===== src/rtl/arm_bus_regfile.sv =====
`default_nettype none
// ============================================================================
// Module      : arm_bus_regfile
// Description : ARM chip-select bus slave. Synchronises the async CS/RS/WS
//               strobes, decodes N_REGS byte-writable registers plus a
//               read-only HW_STATUS word, and answers with OE/DTACK.
//               Define BIU_IRQ_EN to add IRQ_STATUS / IRQ_MASK words and IRQ.
// Revision    : 1.0 - initial release
// ============================================================================
module arm_bus_regfile #(
    parameter int                ADDR_W      = 24,
    parameter int                DATA_W      = 32,
    parameter int                N_REGS      = 16,
    parameter logic [ADDR_W-1:0] BASE_ADDR   = '0,
    parameter int                SYNC_STAGES = 2
) (
    input  logic                     CLK,
    input  logic                     RST,
    input  logic [ADDR_W-1:0]        ADDR,
    input  logic [DATA_W-1:0]        DATA_IN,
    output logic [DATA_W-1:0]        DATA_OUT,
    output logic                     DATA_OE,
    input  logic                     CS_B,
    input  logic                     RS_B,
    input  logic                     WS_B,
    input  logic [DATA_W/8-1:0]      BE_B,
    output logic                     DTACK_B,
    input  logic [DATA_W-1:0]        HW_STATUS,
    output logic [N_REGS*DATA_W-1:0] REG_Q
`ifdef BIU_IRQ_EN
    ,
    input  logic [DATA_W-1:0]        IRQ_SRC,
    output logic                     IRQ
`endif
);

    localparam int                c_nb     = DATA_W / 8;
    localparam logic [ADDR_W-1:0] c_idx_hw = ADDR_W'(N_REGS);
`ifdef BIU_IRQ_EN
    localparam logic [ADDR_W-1:0] c_idx_status = ADDR_W'(N_REGS + 1);
    localparam logic [ADDR_W-1:0] c_idx_mask   = ADDR_W'(N_REGS + 2);
    localparam logic [ADDR_W-1:0] c_idx_max    = c_idx_mask;
`else
    localparam logic [ADDR_W-1:0] c_idx_max    = c_idx_hw;
`endif

    typedef enum logic [1:0] {
        S_IDLE = 2'd0,
        S_RD   = 2'd1,
        S_WR   = 2'd2,
        S_HOLD = 2'd3
    } state_t;

    state_t                 r_state;
    logic [SYNC_STAGES-1:0] r_cs_sync;
    logic [SYNC_STAGES-1:0] r_rs_sync;
    logic [SYNC_STAGES-1:0] r_ws_sync;
    logic                   r_rs_d;
    logic                   r_ws_d;
    logic                   r_is_wr;
    logic [DATA_W-1:0]      r_regs [N_REGS];
    logic [DATA_W-1:0]      r_data_out;
    logic                   r_data_oe;
    logic                   r_dtack_b;

    logic                   w_cs_s;
    logic                   w_rs_s;
    logic                   w_ws_s;
    logic                   w_rd_req;
    logic                   w_wr_req;
    logic                   w_release;
    logic [ADDR_W-1:0]      w_offset;
    logic [ADDR_W-1:0]      w_idx;
    logic                   w_valid;
    logic                   w_wr_fire;
    logic [DATA_W-1:0]      w_rd_data;

    assign w_cs_s = r_cs_sync[SYNC_STAGES-1];
    assign w_rs_s = r_rs_sync[SYNC_STAGES-1];
    assign w_ws_s = r_ws_sync[SYNC_STAGES-1];

    // A request is a high-to-low transition of a synchronised strobe under CS.
    assign w_rd_req  = r_rs_d & ~w_rs_s & ~w_cs_s;
    assign w_wr_req  = r_ws_d & ~w_ws_s & ~w_cs_s;
    assign w_release = w_cs_s | (r_is_wr ? w_ws_s : w_rs_s);

    assign w_offset  = ADDR - BASE_ADDR;
    assign w_idx     = w_offset >> 2;
    assign w_valid   = (ADDR >= BASE_ADDR) && (w_idx <= c_idx_max);
    assign w_wr_fire = (r_state == S_IDLE) && w_wr_req && w_valid;

`ifdef BIU_IRQ_EN
    logic [DATA_W-1:0] r_irq_status;
    logic [DATA_W-1:0] r_irq_mask;
    logic              r_irq;
    logic [DATA_W-1:0] w_status_clr;
    logic [DATA_W-1:0] w_status_nxt;
    logic [DATA_W-1:0] w_mask_nxt;

    always_comb begin
        w_status_clr = '0;
        w_mask_nxt   = r_irq_mask;
        for (int b = 0; b < c_nb; b++) begin
            if (!BE_B[b]) begin
                if (w_wr_fire && (w_idx == c_idx_status))
                    w_status_clr[8*b +: 8] = DATA_IN[8*b +: 8];
                if (w_wr_fire && (w_idx == c_idx_mask))
                    w_mask_nxt[8*b +: 8] = DATA_IN[8*b +: 8];
            end
        end
    end

    // Set takes priority over a same-cycle write-1-to-clear.
    assign w_status_nxt = (r_irq_status & ~w_status_clr) | IRQ_SRC;

    always_ff @(posedge CLK) begin
        if (RST) begin
            r_irq_status <= '0;
            r_irq_mask   <= '0;
            r_irq        <= 1'b0;
        end else begin
            r_irq_status <= w_status_nxt;
            r_irq_mask   <= w_mask_nxt;
            r_irq        <= |(w_status_nxt & w_mask_nxt);
        end
    end

    assign IRQ = r_irq;
`endif

    always_comb begin
        w_rd_data = '0;
        if (w_valid) begin
            for (int k = 0; k < N_REGS; k++) begin
                if (w_idx == ADDR_W'(k))
                    w_rd_data = r_regs[k];
            end
            if (w_idx == c_idx_hw)
                w_rd_data = HW_STATUS;
`ifdef BIU_IRQ_EN
            if (w_idx == c_idx_status)
                w_rd_data = r_irq_status;
            if (w_idx == c_idx_mask)
                w_rd_data = r_irq_mask;
`endif
        end
    end

    always_ff @(posedge CLK) begin
        if (RST) begin
            for (int k = 0; k < N_REGS; k++)
                r_regs[k] <= '0;
        end else if (w_wr_fire) begin
            for (int k = 0; k < N_REGS; k++) begin
                if (w_idx == ADDR_W'(k)) begin
                    for (int b = 0; b < c_nb; b++) begin
                        if (!BE_B[b])
                            r_regs[k][8*b +: 8] <= DATA_IN[8*b +: 8];
                    end
                end
            end
        end
    end

    always_ff @(posedge CLK) begin
        if (RST) begin
            r_cs_sync  <= '1;
            r_rs_sync  <= '1;
            r_ws_sync  <= '1;
            r_rs_d     <= 1'b1;
            r_ws_d     <= 1'b1;
            r_is_wr    <= 1'b0;
            r_state    <= S_IDLE;
            r_data_out <= '0;
            r_data_oe  <= 1'b0;
            r_dtack_b  <= 1'b1;
        end else begin
            r_cs_sync <= {r_cs_sync[SYNC_STAGES-2:0], CS_B};
            r_rs_sync <= {r_rs_sync[SYNC_STAGES-2:0], RS_B};
            r_ws_sync <= {r_ws_sync[SYNC_STAGES-2:0], WS_B};
            r_rs_d    <= w_rs_s;
            r_ws_d    <= w_ws_s;
            case (r_state)
                S_IDLE: begin
                    // Write has priority when both strobes fall together.
                    if (w_wr_req) begin
                        r_state   <= S_WR;
                        r_is_wr   <= 1'b1;
                        r_dtack_b <= 1'b0;
                    end else if (w_rd_req) begin
                        r_state    <= S_RD;
                        r_is_wr    <= 1'b0;
                        r_data_out <= w_rd_data;
                        r_data_oe  <= 1'b1;
                    end
                end
                S_RD: begin
                    r_dtack_b <= 1'b0;
                    r_state   <= S_HOLD;
                end
                S_WR: begin
                    r_state <= S_HOLD;
                end
                S_HOLD: begin
                    if (w_release) begin
                        r_data_oe <= 1'b0;
                        r_dtack_b <= 1'b1;
                        r_state   <= S_IDLE;
                    end
                end
                default: r_state <= S_IDLE;
            endcase
        end
    end

    generate
        for (genvar k = 0; k < N_REGS; k++) begin : g_regq
            assign REG_Q[k*DATA_W +: DATA_W] = r_regs[k];
        end
    endgenerate

    assign DATA_OUT = r_data_out;
    assign DATA_OE  = r_data_oe;
    assign DTACK_B  = r_dtack_b;

endmodule
`default_nettype wire


===== config.mk =====
export PLATFORM = sky130hd
export DESIGN_NAME = arm_bus_regfile
export DESIGN_NICKNAME = d
export VERILOG_FILES = /design/src/rtl/arm_bus_regfile.sv
export SDC_FILE = /design/constraint.sdc
export NUM_CORES = 1
export LEC_CHECK = 0
export CAP_MARGIN = 20
export CELL_PAD_IN_SITES_DETAIL_PLACEMENT = 1
export CELL_PAD_IN_SITES_GLOBAL_PLACEMENT = 2
export CORE_AREA = 2 2 293 295
export CTS_CLUSTER_DIAMETER = 100
export CTS_CLUSTER_SIZE = 25
export DETAILED_ROUTE_END_ITERATION = 10
export DIE_AREA = 0 0 295 297
export PLACE_DENSITY_LB_ADDON = 0.1
export RECOVER_POWER = 100
export SETUP_SLACK_MARGIN = 0.02
export SYNTH_ARGS = -nofsm -noshare
export SYNTH_HDL_FRONTEND = slang
export SYNTH_SLANG_ARGS = --single-unit

===== constraint.sdc =====
create_clock -name CLK -period 3.5 [get_ports CLK]
set_clock_uncertainty 0.15 [all_clocks]
set_input_delay 0.7 -clock CLK [delete_from_list [all_inputs] [get_ports CLK]]
set_output_delay 0.7 -clock CLK [all_outputs]
set_load 0.05 [all_outputs]

==> results of run 1 <==
==> final timing paths <==
kind / start / to / slack (ns) / cells past startpoint
min reg2reg: r_ws_sync[0]$_SDFF_PP1_ / r_ws_sync[1]$_SDFF_PP1_ / 0.27 / 1
max reg2reg: r_state[0]$_SDFFE_PP0P_ / DATA_OUT[11]$_SDFFE_PP0P_ / 0.61 / 9
max: ADDR[19] / DATA_OUT[17]$_SDFFE_PP0P_ / 0.07 / 11
min: r_ws_sync[0]$_SDFF_PP1_ / r_ws_sync[1]$_SDFF_PP1_ / 0.27 / 1
==> cell families (layout without fill, tap and decap cells) <==
logic type / Yosys count / after routing / share of synthesized area
other cells: 0 / 4 / 0
compound gates: 427 / 427 / 0.125
simple gates: 774 / 774 / 0.152
mux: 42 / 42 / 0.0212
buf+inv: 183 / 1248 / 0.0297
flops: 557 / 557 / 0.671
fa+ha+maj: 3 / 3 / 0.00155
==> power breakdown <==
| group | switching [mW] | internal (mW) |
|---|---|---|
| clock | 2.46 | 1.93 |
| sequential | 0.335 | 7.60 |
| combinational | 1.92 | 0.806 |
| total | 4.71 | 10.3 |
==> worst max-delay path, cell delays in order <==
cell and delay [ns]:
clkdlybuf4s50_1 0.43, or4_1 0.60, nor4_4 0.41, buf_12 0.21, buf_4 0.13, nand3_1 0.07
nand2_1 0.17, a221oi_2 0.06, buf_4 0.19, o32ai_1 0.64, a21oi_1 0.16
==> synth_stat cells (all sizes together), types with 29 or more instances <==
cell type	count	area share
edfxtp	512	0.63
nor2	392	0.061
nand2	128	0.020
clkbuf	110	0.017
nand2b	82	0.021
a21oi	75	0.015
o21ai	66	0.014
a22oi	64	0.020
dfxtp	45	0.037
inv	43	0.0067
buf	30	0.0060
a21o	29	0.0090
==> layer usage <==
| metal | up-vias | share of wire |
|---|---|---|
| met1 | 11700 | 0.43 |
| met4 | 2 | 0.029 |
| met5 | - | 0.000092 |
| met2 | 1249 | 0.45 |
| met3 | 144 | 0.089 |
| li1 | 9557 | - |
==> flip-flops by register name (all words and copies together), names as in the netlist <==
| register | cells |
|---|---|
| r_is_wr | 1 |
| r_rs_d | 1 |
| r_ws_d | 1 |
| r_rs_sync | 2 |
| DATA_OE | 1 |
| r_regs | 512 |
| DTACK_B | 1 |
| DATA_OUT | 32 |
| r_ws_sync | 2 |
| r_cs_sync | 2 |
| r_state | 2 |
==> stage by stage <==
stage / utilization / hold slack [ns] / area, um^2
floorplan: - / 0.239 / 24300
global placement: 0.431 / 0.256 / 36400
detailed placement: 0.431 / 0.251 / 36400
CTS: 0.443 / 0.280 / 37400
global route: 0.439 / 0.295 / 37100
finish: 0.440 / 0.273 / 37100
==> final cells by class <==
class                           count  area (um^2)
Fill cell                        9013        47300
Sequential cell                   557        16300
Timing Repair Buffer             1151        10800
Multi-Input combinational cell   1246         7440
Tap cell                         1144         1430
Clock buffer                       43          927
Inverter                           43          161
Clock inverter                     11          130
Antenna cell                        4         10.0
==> timing repair <==
| action | in CTS | in global routing |
|---|---|---|
| gates resized for setup | 0 | 17 |
| buffers inserted | 0 | 2 |
| setup endpoints to repair | 0 | 13 |
| endpoints found under the hold margin | 0 | 0 |
==> results.md, run 1 <==
| Result | This run | Unit |
| --- | --- | --- |
| Result of the run | finished with violations | - |
| Violated checks | capacitance limit, slew limit | - |
| Number of global-route vias before repair | 22900 | - |
| Commonest cells after routing, fill and taps aside | 546 x dlygate4sd3_1, 512 x edfxtp_1, 390 x nor2_1, 327 x buf_4, 128 x nand2_1 | - |
| Period utilization | 0.979 | - |
| Post-synth cell types | 73 | - |
| Setup repair after global routing missed its margin | no | - |
| Starting density of the core | 0.287 | - |
| Fraction of the yosys area taken by sequential cells | 0.671 | - |
| Global routing usage on met1 | 0.444 | - |
| Nature of the critical path startpoint | input pin | - |
| Transition time at the pin with the least slew margin | 1.51 | ns |
| Synthesized area per cell | 12.2 | um^2 |
| Setup tns final | 0 | ns |
| Clock tree from TritonCTS | built | - |
| Clk sinks | 557 | - |
| Die Area | 87600 | um^2 |
| Global-route wire length before repair | 191 | mm |
| Num CTS Buffers | 30 | - |
| Fraction of layout cells with a size suffix above 1 | 0.198 | - |
| Latest clock arrival within the worst-skew pair | 0.64 | ns |
| Max H-tree Level | 1 | - |
| Total Nets Final | 3129 | - |
| Leakage component of the power | 14.3 | nW |
| GR Layer Usage met2 | 0.491 | - |
| Worst endpoint data arrival time | 3.79 | ns |
| Min setup slack post-route | 0.0720 | ns |
| Kind of end point of the critical path | flop | - |
| Wire length per cell | 33.6 | um |
| Count of flip-flops with a built-in enable after synthesis | 512 | - |
| Maximum vdd drop | 0.381 | mV |
| Total of endpoints with negative setup slack in the final report | 0 | - |
| Max-slew violation count | 49 | - |
| Floorplan Core Area | 84500 | um^2 |
| Rows | 107 | - |
| Post-Syn Instances | 1986 | - |
| Seq cells post-synth | 557 | - |
| Met3 capacity usage during global routing | 0.0598 | - |
| Critical-path maximum fanout | 14 | - |
| Period minus WS final | 3.43 | ns |
| Hold Violations, Final | 0 | - |
| Synthesis-to-finish area growth | 53.1 | % |
| P per Cell Area | 405 | nW/um^2 |
| Number of antenna violations at the first check in global routing | 8 | - |
| Post-detailed-placement half-perimeter wirelength | 115 | mm |
| Clk pin slew, worst setup/hold paths | 0.11 | ns |
| Cts-stage hold buffer count | 0 | - |
| Most used DFF post-synth | edfxtp_1 | - |
| Type of the worst min-delay path | reg -> reg | - |
| Final Power | 15.0 | mW |
| FFs w/ async S/R, synth | 0 | - |
| Area of the mapped netlist | 24300 | um^2 |
| Yosys warnings | 0 | - |
| Die X | 295 | um |
| Leading cell type in the layout, fill and taps excluded | dlygate4sd3_1 | - |
| Global routing usage summed across all routing layers | 0.314 | - |
| Pin count of the biggest net entering global routing | 50 | - |
| Antenna violation net count after detailed routing | 0 | - |
| Total Routed Length | 141 | mm |
| Achievable Freq | 292 | MHz |
| Remaining global-route overflow | 0 | - |
| Max_slew headroom | -0.00660 | - |
| Final Instance Count excl. Fillers | 4199 | - |
| Crit path kind | in -> reg | - |
| Net count of the mapped netlist | 2086 | - |
| I/O pin cnt | 643 | - |
| Total of buffers placed on input and output ports | 640 | - |
| Number of violations of the max-capacitance limit | 1 | - |
| Total iterations of the first detailed-routing run | 9 | - |
| Pre-CTS WS | -0.635 | ns |
| Busiest grt layer | met2 | - |
| Floorplan die height | 297 | um |
| Routed via count | 22600 | - |
| Clock Root Buffer | clkbuf_16 | - |
| Vias per inst | 5.39 | - |
| Required time at the worst-slack endpoint | 3.86 | ns |
| Placed Instances | 4139 | - |
| Routability congestion estimate | 0.929 | - |
| Remaining design rule violation count | 0 | - |
| Starting DRT DRC Count | 2955 | - |
| Maximum buffer depth of the clock tree | 3 | - |
No activity file was read; power rests on OpenSTA's default activity.
==> run 2, diff against run 1 <==
--- a/config.mk
+++ b/config.mk
@@ -9,7 +9,7 @@
 export CELL_PAD_IN_SITES_DETAIL_PLACEMENT = 1
 export CELL_PAD_IN_SITES_GLOBAL_PLACEMENT = 2
 export CORE_AREA = 2 2 293 295
-export CTS_CLUSTER_DIAMETER = 100
+export CTS_CLUSTER_DIAMETER = 200
 export CTS_CLUSTER_SIZE = 25
 export DETAILED_ROUTE_END_ITERATION = 10
 export DIE_AREA = 0 0 295 297
==> run 2 against run 1 <==
  * The run now ends clean
  * Sequential power about the same
  * Maximum frequency down 0.88%
  * Core utilization decreased by 0.99 points
  * Die area unchanged
  * Non-clock buffer count unchanged
  * Worst hold slack gained 0.0017 ns
  * Clock-buffer cell count decreased by 5
  * Global-route usage is essentially flat
  * Design area down 2.3%
  * Critical path type unchanged
  * Critical endpoint is now DATA_OUT[19]$_SDFFE_PP0P_
  * Highest routed layer unchanged
==> results.md, run 2 (same netlist as run 1, synthesis figures left out) <==
| Result | This run | Unit | vs previous |
| --- | --- | --- | --- |
| Total of buffers placed on input and output ports | 640 | - | unchanged |
| Clk pin slew, worst setup/hold paths | 0.11 | ns | about the same |
| Worst-path cell chain | clkdlybuf4s50_1 -> clkbuf_1 -> nor4_4 -> buf_4 -> nand4_2 -> buf_12 -> buf_12 -> nor4_4 -> clkbuf_2 -> a21oi_1 -> nand4_1 -> o221ai_1 -> a31oi_1 | - | was clkdlybuf4s50_1 -> or4_1 -> nor4_4 -> buf_12 -> buf_4 -> nand3_1 -> nand2_1 -> a221oi_2 -> buf_4 -> o32ai_1 -> a21oi_1 |
| Remaining design rule violation count | 0 | - | unchanged |
| Synthesis-to-finish area growth | 49.7 | % | was 53.1% |
| Vias per inst | 5.39 | - | about the same |
| Global-route wire length before repair | 190 | mm | was 191 mm |
| Transition time at the pin with the least slew margin | 1.47 | ns | was 1.51 ns |
| Cts-stage hold buffer count | 0 | - | unchanged |
| Fraction of layout cells with a size suffix above 1 | 0.177 | - | was 0.198 |
| Total of endpoints with negative setup slack in the final report | 0 | - | unchanged |
| Clk sinks | 557 | - | unchanged |
| Pin count of the biggest net entering global routing | 50 | - | unchanged |
| Crit path kind | in -> reg | - | unchanged |
| Floorplan Core Area | 84500 | um^2 | unchanged |
| I/O pin cnt | 643 | - | unchanged |
| Nature of the critical path startpoint | input pin | - | unchanged |
| Leakage component of the power | 13.8 | nW | was 14.3 nW |
| Post-detailed-placement half-perimeter wirelength | 115 | mm | unchanged |
| Clock Root Buffer | clkbuf_16 | - | unchanged |
| Result of the run | finished clean | - | was finished with violations |
| Total Routed Length | 141 | mm | about the same |
| Reg with most FFs | r_regs | - | unchanged |
| Maximum buffer depth of the clock tree | 3 | - | unchanged |
| Die X | 295 | um | unchanged |
| Starting DRT DRC Count | 2800 | - | was 2955 |
| Total Nets Final | 3125 | - | was 3129 |
| Number of violations of the max-capacitance limit | 0 | - | was 1 |
| Kind of end point of the critical path | flop | - | unchanged |
| Clock tree from TritonCTS | built | - | unchanged |
| Period utilization | 0.988 | - | was 0.979 |
| Required time at the worst-slack endpoint | 3.89 | ns | was 3.86 ns |
| Commonest cells after routing, fill and taps aside | 546 x dlygate4sd3_1, 512 x edfxtp_1, 390 x nor2_1, 320 x buf_4, 128 x nand2_1 | - | was 546 x dlygate4sd3_1, 512 x edfxtp_1, 390 x nor2_1, 327 x buf_4, 128 x nand2_1 |
| Num CTS Buffers | 26 | - | was 30 |
| Highest cell delay on the worst timing path | 0.42 | ns | was 0.64 ns |
| Hold Path Stages | 1 | - | unchanged |
| Final Power | 14.3 | mW | was 15.0 mW |
| Worst R2R Setup Slack | 0.60 | ns | was 0.61 ns |
| Min setup slack post-route | 0.0417 | ns | was 0.0720 ns |
| P per Cell Area | 394 | nW/um^2 | was 405 nW/um^2 |
| Footprint of the multi-input gates | 7450 | um^2 | was 7440 um^2 |
| Latest clock arrival within the worst-skew pair | 0.64 | ns | about the same |
| Post-route standard cell area excluding fillers | 36300 | um^2 | was 37100 um^2 |
| Die Area | 87600 | um^2 | unchanged |
| Origin of the critical flop-to-flop path | r_state[0]$_SDFFE_PP0P_ | - | unchanged |
| Floorplan die height | 297 | um | unchanged |
| Worst Min Path Start | r_ws_sync[0]$_SDFF_PP1_ | - | unchanged |
| Setup tns final | 0 | ns | unchanged |
| Antenna violation net count after detailed routing | 0 | - | unchanged |
| Setup repair after global routing missed its margin | no | - | unchanged |
| Worst R2R Path Depth | 9 | - | unchanged |
| Register cell area after layout | 16300 | um^2 | unchanged |
| Wire length per cell | 33.7 | um | was 33.6 um |
| Starting density of the core | 0.287 | - | unchanged |
| Terminus of the critical flop-to-flop path | DATA_OUT[11]$_SDFFE_PP0P_ | - | unchanged |
| Total iterations of the first detailed-routing run | 8 | - | was 9 |
| Crit. Startpoint | ADDR[19] | - | unchanged |
| Critical-path maximum fanout | 7 | - | was 14 |
| Rows | 107 | - | unchanged |
| Maximum vdd drop | 0.295 | mV | was 0.381 mV |
| Worst endpoint data arrival time | 3.85 | ns | was 3.79 ns |
| Routed via count | 22600 | - | about the same |
| Hold Violations, Final | 0 | - | unchanged |
| Achievable Freq | 289 | MHz | was 292 MHz |
| Endpoint with the worst hold slack | r_ws_sync[1]$_SDFF_PP1_ | - | unchanged |
| Worst-path cell with the longest stage delay | clkdlybuf4s50_1 | - | was o32ai_1 |
| Max-slew violation count | 0 | - | was 49 |
| Post-layout util | 0.430 | - | was 0.440 |
| Area after DPL | 36400 | um^2 | unchanged |
| Global routing usage summed across all routing layers | 0.313 | - | was 0.314 |
| Largest register FFs | 512 | - | unchanged |
| Period minus WS final | 3.46 | ns | was 3.43 ns |
| Routability congestion estimate | 0.929 | - | unchanged |
| Fill count | 9106 | - | was 9013 |
| Remaining global-route overflow | 0 | - | unchanged |
| Type of the worst min-delay path | reg -> reg | - | unchanged |
| Number of antenna violations at the first check in global routing | 11 | - | was 8 |
| Number of global-route vias before repair | 22800 | - | was 22900 |
| Leading cell type in the layout, fill and taps excluded | dlygate4sd3_1 | - | unchanged |
| Max_slew headroom | 0.0192 | - | was -0.00660 |
| Max H-tree Level | 1 | - | unchanged |
| Pre-CTS WS | -0.635 | ns | unchanged |
[run 2: changes by cell type in the layout (fill, tap and decap cells not counted), sizes merged]
cell,before,now
inv,49,44
buf,398,360
diode,4,8
clkinv,5,0
clkbuf,159,192
[run 2: layout make-up]
cell class | count | share of cell area
Sequential cell | 557 | 0.448
Multi-Input combinational cell | 1246 | 0.205
Inverter | 43 | 0.00445
Tap cell | 1144 | 0.0394
Clock inverter | 1 | 0.000552
Antenna cell | 8 | 0.000552
Timing Repair Buffer | 1151 | 0.281
Clock buffer | 38 | 0.0198
[run 2: worst max path at each step]
stage | end | slack [ns] | depth (start not counted)
after floorplan | r_regs[0][176]$_SDFFCE_PN0P_ | 0.13 | 9
after global placement | DATA_OUT[6]$_SDFFE_PP0P_ | -0.66 | 14
after detailed placement | DATA_OUT[6]$_SDFFE_PP0P_ | -0.64 | 14
after CTS | DATA_OUT[15]$_SDFFE_PP0P_ | 0.06 | 11
after global routing | r_regs[0][233]$_SDFFCE_PN0P_ | 0.01 | 11
final | DATA_OUT[19]$_SDFFE_PP0P_ | 0.04 | 13
[run 2: what timing repair did]
item,in CTS,in global routing
resized for setup,1,16
setup endpoints to repair,1,12
pin swaps,0,3
setup buffers,0,2
endpoints found under the hold margin,0,0
[run 2: metal layers]
layer	global-route usage	vias to the layer above	wire length, um
met5	0	-	15
met2	0.495	1251	64300
met3	0.0660	132	13300
li1	-	9547	-
met4	0.0752	2	3820
met1	0.439	11600	59700
[run 2: power breakdown]
| part | switching [mW] | internal [mW] |
|---|---|---|
| Sequential | 0.334 | 7.60 |
| Combinational | 1.91 | 0.745 |
| Clock | 2.25 | 1.45 |
| Total | 4.50 | 9.79 |
[run 2: worst max-delay path, delay by kind of cell]
kind / cells / cell delay [ns]
buf+inv: 6 / 1.40
simple gates: 4 / 1.12
compound gates: 3 / 0.60
[run 2: stage by stage]
| stage | cells | hold slack, ns |
|---|---|---|
| floorplan | 1986 | 0.239 |
| global placement | 4139 | 0.256 |
| detailed placement | 4139 | 0.251 |
| CTS | 4178 | 0.282 |
| global route | 4181 | 0.296 |
| finish | 4188 | 0.275 |
